$ cat config.mk
export PLATFORM = sky130hd
export DESIGN_NAME = md5_round_ctrl
export DESIGN_NICKNAME = d
export VERILOG_FILES = /design/src/rtl/md5_round_ctrl.sv
export SDC_FILE = /design/constraint.sdc
export NUM_CORES = 1
export LEC_CHECK = 0
export ABC_AREA = 1
export CORE_MARGIN = 2
export CORE_UTILIZATION = 47
export CTS_CLUSTER_DIAMETER = 50
export CTS_CLUSTER_SIZE = 10
export DETAILED_ROUTE_END_ITERATION = 12
export GPL_ROUTABILITY_DRIVEN = 0
export HOLD_SLACK_MARGIN = 0.08
export MAX_ROUTING_LAYER = met4
export PLACE_DENSITY = 0.76
export SLEW_MARGIN = 20
export SYNTH_ARGS = -nofsm -noshare
export SYNTH_HDL_FRONTEND = slang
export SYNTH_SLANG_ARGS = --single-unit
$ cat constraint.sdc
create_clock -name clk -period 2 [get_ports clk]
set_input_delay 0.4 -clock clk [delete_from_list [all_inputs] [get_ports clk]]
set_output_delay 0.4 -clock clk [all_outputs]
set_load 0.03 [all_outputs]
$ cat src/rtl/md5_round_ctrl.sv
// Step sequencer for the 64-step MD5 compression datapath. It issues the load, step
// and accumulate strobes, decodes the per-step word index and rotate amount, and counts blocks.
module md5_round_ctrl #(
   parameter int BLK_W = 16
) (
   input  logic             clk,
   input  logic             rst,
   input  logic             start,
   input  logic             new_msg,
   input  logic             stall,
   output logic             ready,
   output logic             busy,
   output logic             init_iv,
   output logic             ld_abcd,
   output logic             step_en,
   output logic [5:0]       cnt,
   output logic [3:0]       g,
   output logic [4:0]       s,
   output logic [1:0]       func,
   output logic             acc_hash,
   output logic             done,
   output logic [BLK_W-1:0] blk_cnt
);

   typedef enum logic [2:0] {IDLE, INIT, ROUND, FINAL, DONE} state_t;

   state_t           state_reg;
   logic [5:0]       cnt_reg;
   logic [BLK_W-1:0] blk_cnt_reg;
   logic             new_msg_reg;
   logic             ready_reg;
   logic             busy_reg;
   logic             init_iv_reg;
   logic             ld_abcd_reg;
   logic             acc_hash_reg;
   logic             done_reg;

   // Each strobe register is loaded with its value for the state being entered,
   // so the strobe is high during exactly that state.
   always_ff @(posedge clk) begin
      if (rst) begin
         state_reg    <= IDLE;
         cnt_reg      <= '0;
         blk_cnt_reg  <= '0;
         new_msg_reg  <= 1'b0;
         ready_reg    <= 1'b1;
         busy_reg     <= 1'b0;
         init_iv_reg  <= 1'b0;
         ld_abcd_reg  <= 1'b0;
         acc_hash_reg <= 1'b0;
         done_reg     <= 1'b0;
      end else begin
         case (state_reg)
            IDLE: begin
               if (start) begin
                  state_reg   <= INIT;
                  new_msg_reg <= new_msg;
                  ready_reg   <= 1'b0;
                  busy_reg    <= 1'b1;
                  ld_abcd_reg <= 1'b1;
                  init_iv_reg <= new_msg;
               end
            end
            INIT: begin
               state_reg   <= ROUND;
               cnt_reg     <= '0;
               ld_abcd_reg <= 1'b0;
               init_iv_reg <= 1'b0;
               if (new_msg_reg) begin
                  blk_cnt_reg <= '0;
               end
            end
            ROUND: begin
               if (!stall) begin
                  if (cnt_reg == 6'd63) begin
                     cnt_reg      <= '0;
                     state_reg    <= FINAL;
                     acc_hash_reg <= 1'b1;
                  end else begin
                     cnt_reg <= cnt_reg + 6'd1;
                  end
               end
            end
            FINAL: begin
               state_reg    <= DONE;
               acc_hash_reg <= 1'b0;
               busy_reg     <= 1'b0;
               done_reg     <= 1'b1;
               blk_cnt_reg  <= blk_cnt_reg + BLK_W'(1);
            end
            DONE: begin
               state_reg <= IDLE;
               done_reg  <= 1'b0;
               ready_reg <= 1'b1;
            end
            default: begin
               state_reg    <= IDLE;
               cnt_reg      <= '0;
               ready_reg    <= 1'b1;
               busy_reg     <= 1'b0;
               init_iv_reg  <= 1'b0;
               ld_abcd_reg  <= 1'b0;
               acc_hash_reg <= 1'b0;
               done_reg     <= 1'b0;
            end
         endcase
      end
   end

   // step_en is the one output that follows stall directly, so a stalled cycle never executes.
   assign step_en  = (state_reg == ROUND) && !stall;
   assign ready    = ready_reg;
   assign busy     = busy_reg;
   assign init_iv  = init_iv_reg;
   assign ld_abcd  = ld_abcd_reg;
   assign acc_hash = acc_hash_reg;
   assign done     = done_reg;
   assign cnt      = cnt_reg;
   assign blk_cnt  = blk_cnt_reg;
   assign func     = cnt_reg[5:4];

   // Multiples of 16 vanish mod 16, so the low nibble of cnt is enough to find g.
   logic [3:0] lo;
   assign lo = cnt_reg[3:0];

   always_comb begin
      g = lo;
      case (cnt_reg[5:4])
         2'd0: g = lo;
         2'd1: g = 4'(lo * 4'd5 + 4'd1);
         2'd2: g = 4'(lo * 4'd3 + 4'd5);
         2'd3: g = 4'(lo * 4'd7);
         default: g = lo;
      endcase
   end

   always_comb begin
      s = 5'd0;
      case ({cnt_reg[5:4], cnt_reg[1:0]})
         4'h0: s = 5'd7;
         4'h1: s = 5'd12;
         4'h2: s = 5'd17;
         4'h3: s = 5'd22;
         4'h4: s = 5'd5;
         4'h5: s = 5'd9;
         4'h6: s = 5'd14;
         4'h7: s = 5'd20;
         4'h8: s = 5'd4;
         4'h9: s = 5'd11;
         4'hA: s = 5'd16;
         4'hB: s = 5'd23;
         4'hC: s = 5'd6;
         4'hD: s = 5'd10;
         4'hE: s = 5'd15;
         4'hF: s = 5'd21;
         default: s = 5'd0;
      endcase
   end

endmodule

* Word-level counts from Yosys, hierarchy flattened
Memory sizes are Yosys's and may differ from the RTL's. A register that Yosys moved wholly into a read port is not among the register bits.
Index checks and enable logic that the tools add are counted.
** Storage, ports and cells
- Memories :: 1
- Input port bits :: 5
- Memory bits (read-only) :: 80
- Output and inout port bits :: 40
- Register bits :: 32
- Logic and storage cells :: 77
** Memory list
- (no name shown) :: depth 16, width 5, read ports 1, clocked after Yosys merged registers in 1, write ports 0, RTL line 139 : case ({cnt_reg[5:4], cnt_reg[1:0]})
** Operators by class
- $add $sub $neg :: 4
- Multiplexer cells :: 23
- $mul :: 3
- Reductions and logical operators :: 19
- Bitwise operators :: 5
- Equality and inequality tests :: 12
** Operators by type and width (count)
- 16-bit one-hot mux with 2 select lines :: 1
- 3-bit OR reduction :: 6
- 16-bit by 1-bit adder with 16-bit output (second input constant) :: 1
- 16-bit 2-to-1 mux :: 1
- 4-bit one-hot mux with 4 select lines :: 1
- 6-bit 2-to-1 mux :: 2
- 1-bit one-hot mux with 2 select lines :: 6
- 3-bit one-hot mux with 4 select lines :: 1
- 6-bit one-hot mux with 2 select lines :: 1
- 2-bit AND reduction :: 6
- 3-bit 2-to-1 mux :: 3
- 4-bit by 3-bit multiplier with 4-bit output (second input constant) :: 2
- 4-bit 2-to-1 mux :: 2
- 2-bit inequality test (second input constant) :: 4
- 6-bit by 1-bit adder with 6-bit output (second input constant) :: 1
- 3-bit by 2-bit == test with 1-bit output (second input constant) :: 2
- 6-bit == test (second input constant) :: 1
- 3-bit AND reduction :: 2
- 1-bit 2-to-1 mux :: 5
- 1-bit NOT :: 5
- 4-bit by 1-bit adder with 4-bit output (second input constant) :: 1
- 4-bit by 3-bit adder with 4-bit output (second input constant) :: 1
- 2-bit == test (second input constant) :: 2
- 4-bit by 2-bit multiplier with 4-bit output (second input constant) :: 1
- 8 further kinds :: 8

* Depth between registers and ports, before layout
- Depth after elaboration :: 6
- Gate-level depth with buffers :: 14

* Least setup slack after synthesis
OpenSTA, ideal clock, no wires.
- Path kind :: reg2out
- Start :: register cnt_reg[1], in the netlist cnt[1]
- End :: output port g[3]
- Path buffers :: 0
- Required time :: 1.600 ns
- Data arrival time :: 2.365 ns
- Cell stages (with the launch flop) :: 8
- Path slack :: -0.765 ns
- Path through :: dfxtp_1 > inv_1 > ha_1 > inv_1 > fa_1 > xnor2_1 > nor2_1 > o2111ai_1
** On the way
- Longest elaborated chain between the ends :: 3
** RTL lines
- start, declared :: RTL line 28 : logic [5:0] cnt_reg;
- start signal, assigned :: RTL line 80 : cnt_reg <= cnt_reg + 6'd1;
- 4-bit by 2-bit multiplier with 4-bit output or 4-bit by 3-bit multiplier with 4-bit output (tied branches) :: RTL line 131, 130
- 4-bit by 3-bit adder with 4-bit output or 4-bit by 1-bit adder with 4-bit output (tied branches) :: RTL line 131, 130
- 4-bit one-hot mux with 4 select lines * :: RTL line 128 : case (cnt_reg[5:4])
- end, declared :: RTL line 17 : output logic [3:0] g,
Mark *: on every way between the ends. The rest lies on a longest branch, timed or not.

* Worst setup path after layout
- Start :: register cnt_reg[2], in the netlist cnt[2]
- End :: output port g[3]
Same word-level chain as after synthesis.

==> summary.txt <==
Outcome
  • Status: finished with violations
  • Failing checks: setup timing

CTS
  • # hold bufs at CTS: 0
  • Clock Latency Late Sink: 0.29 ns
  • CTS tree: built
  • Root Driver: clkbuf_8
  • Reg clk slew, reported paths: 0.08 ns
  • CTS max path bufs: 2
  • CTS Sinks: 37
  • Total CTS buffers: 5
  • H-tree Lvls: 2

Worst setup path
  • Crit path required time: 1.60 ns
  • Slowest-stage cell, CP: fa_1
  • Critical Path Fanout Max: 3
  • WP data arrival: 2.10 ns
  • Crit. End Element: output pin
  • Max incr delay on CP: 0.56 ns
  • CP delay by family, top: adder cells
  • FF-to-FF setup slack: 0.05 ns
  • R2R cell count: 14
  • Startpoint types: register
  • WS Path Type: register to output pin
  • Critical path buffer and inverter count: 3
  • Crit path depth: 9
  • Critical-path cell list: inv_4 > fa_1 > inv_2 > ha_4 > xnor2_2 > a21oi_1 > o21ai_1 > o2111ai_4 > buf_6

Route
  • Via density per instance: 5.06
  • 1st-iter DRT viols: 173
  • DR DRC count: 0
  • DR vias: 2511
  • WL/cell: 12.8 um
  • Total wire length: 6350 um
  • First drt pass iteration count: 7
  • ANT nets after route: 0

Timing
  • Max-slew violation count: 0
  • Fin crit share: 125%
  • Tmin final: 2.50 ns
  • Worst rel slew slack: 75.3%
  • Hold WS: 0.467 ns
  • Worst clock skew: 0.00838 ns
  • Worst Max-Slew Pin Slew: 0.370 ns
  • # setup viols final: 2
  • Highest Clock Rate: 0.400 GHz
  • RSZ-0062 raised after global routing: true
  • Final WS setup: -0.502 ns
  • Final Hold Viols: 0

Global route
  • Initial antenna violation count: 0
  • Global Route Usage Sum: 22.6%
  • Vias in the first global route: 2222
  • Largest net degree at the start of global routing: 18
  • Grt ovf: 0
  • First-pass GRT wire length: 9780 um

Yosys
  • Register area share after synthesis: 30.5%
  • Count of cell types in the netlist: 41
  • Mapped Avg Cell Area: 7.02 sq um
  • Post-synth top area cell: dfxtp_1
  • Syn. warnings: 0
  • Synthesized Nets: 367
  • Synthesized area: 0.00243 sq mm
  • Top cells by area, synth: dfxtp_1 30%, nand2_1 15%, ha_1 7.2%
  • Yosys top cell area share: 30.5%
  • Yosys reg bits: 37
  • EDFF count, synth: 0
  • Ys flop type: dfxtp_1
  • Ys async rst share: 0%
  • Cells after synthesis: 346

Place
  • Final HPWL DP: 4640 um
  • Dpl cells: 480
  • Dpl ws: -0.239 ns
  • Buffers added on ports: 44

Job
  • Max-cap violations: 0

Min path
  • Number of cells on the worst hold path: 2
  • Worst hold path class: register to register

Cells and area
  • Final net count: 446
  • Syn-to-layout area delta: 44.3%
  • Number of diodes: 0
  • Post-Layout Cell Count: 496
  • Layout cells sized above 1: 26.5%
  • Max FFs per register: 16

Floorplanning
  • Cell row count: 26
  • Chip Width: 75.9 um
  • Initial Util: 48.2%
  • Die area: 0.00576 sq mm
  • Die Ht: 75.9 um
  • Core box area: 0.00504 sq mm
  • Top Ports: 45

Pwr
  • Internal Power: 1.86 mW
  • Net Sw Frac: 43.2%
  • Power density over the cells: 934 mW/mm^2
  • Leakage: 1.56 nW
  • Comb power frac: 55.7%
  • Clock share of power: 16.3%
  • VDD IR max: 0.000432 V
  • NetSw: 1.41 mW
  • Register share of total power: 28.0%
## final timing paths
check	from	endpoint
setup reg to reg	cnt[0]	s[3]
setup / recovery	cnt[2]	g[3]
hold reg to reg	init_iv	init_iv
hold / removal	init_iv	init_iv
## cells in the mapped netlist, types with 2 or more instances
library cell / instances
nand4_1: 5
nor2_1: 23
o211a_1: 2
buf_4: 2
nor3_1: 2
nor2_2: 3
inv_2: 2
nor2_4: 4
nand2_1: 98
o21ai_0: 21
xnor2_1: 5
nand2_4: 2
buf_2: 3
nand2_2: 6
inv_1: 42
clkbuf_1: 3
ha_1: 14
fa_1: 2
a21oi_1: 24
dfxtp_1: 37
nand3_1: 19
xor2_1: 4
nand3_2: 4
buf_6: 2
## cells in the final DEF, fill, tap and decap left out, types with 4 or more instances in the layout
| cell type | synthesis | layout |
|---|---|---|
| nand2_1 | 98 | 93 |
| ha_4 | 0 | 6 |
| nand3_1 | 19 | 15 |
| nand3_2 | 4 | 6 |
| nor2_4 | 4 | 4 |
| nand4_1 | 5 | 5 |
| buf_4 | 2 | 36 |
| ha_1 | 14 | 7 |
| inv_2 | 2 | 6 |
| buf_6 | 2 | 6 |
| clkbuf_8 | 0 | 5 |
| nand2_2 | 6 | 9 |
| dfxtp_1 | 37 | 32 |
| nand2_4 | 2 | 4 |
| nor2_1 | 23 | 21 |
| inv_1 | 42 | 33 |
| xnor2_1 | 5 | 4 |
| inv_4 | 0 | 5 |
| clkdlybuf4s50_1 | 0 | 39 |
| xor2_1 | 4 | 4 |
| a21oi_1 | 24 | 24 |
| nor2_2 | 3 | 5 |
| o21ai_0 | 21 | 18 |
| o21ai_1 | 1 | 4 |
## worst reg2reg max path, cell delays in order (launching register included)
cell and delay [ns]:
dfxtp_4 0.36, buf_8 0.13, ha_4 0.17, buf_6 0.12
nand2_4 0.06, inv_2 0.05, nand2_4 0.07, nand3_2 0.09
nand2_2 0.11, nand3_4 0.10, buf_4 0.15, buf_4 0.12
ha_1 0.17, nand2_1 0.06, o21ai_0 0.08
## through the flow
| step | setup TNS (ns) | total power, mW | cell area, sq um | util [%] |
|---|---|---|---|---|
| finish | -0.907 | 3.27 | 3500 | 69.5 |
| global route | -1.12 | 3.48 | 3500 | 69.5 |
| CTS | -0.929 | 3.09 | 3350 | 66.5 |
| detailed placement | -0.739 | 2.49 | 3190 | 63.2 |
| global placement | -0.492 | 2.45 | 3190 | 63.2 |
| floorplan | -0.298 | 1.97 | 2510 | - |
## metal layers
metal  share of wire (%)  vias to the layer above  wire length, um  global-route usage, %
li1                    -                     1266                -                      -
met1                  43                     1148             2710                   28.8
met2                  51                       89             3240                   37.6
met3                 5.1                        8              327                   3.70
met4                 1.2                        0               74                   5.26
met5                   0                        -                0                      -
## kinds of logic (layout without fill, tap and decap cells)
| group | after synthesis | after routing | synth area share (%) |
|---|---|---|---|
| AOI/OAI and AO/OA | 57 | 57 | 13.5 |
| buffers and inverters | 55 | 135 | 9.58 |
| adders and majority gates | 16 | 16 | 8.86 |
| xor gates and xnor gates | 9 | 9 | 3.25 |
| DFF | 37 | 37 | 30.5 |
| and+or+nand+nor | 172 | 172 | 34.3 |
## power by group through the flow
stage	combinational (mW)	clock [mW]	sequential, mW
6_report	1.82	0.533	0.916
5_1_grt	1.98	0.570	0.926
4_1_cts	1.64	0.539	0.908
3_5_place_dp	1.57	0	0.921
3_3_place_gp	1.53	0	0.917
2_1_floorplan	0.898	0	1.07
## layout make-up
class	instances	area, sq um
clock inverter	3	22.5
sequential	37	754
fill	415	1540
inverter	45	181
tap	70	87.6
timing repair buffer	82	743
multi-input combinational	254	1650
clock buffer	5	68.8
## what timing repair did
item | in CTS | in global routing
resized for setup | 11 | 30
setup endpoints to repair | 7 | 11
buffers inserted | 2 | 8
pin swaps | 7 | 6
No activity file was read; power rests on OpenSTA's default activity.
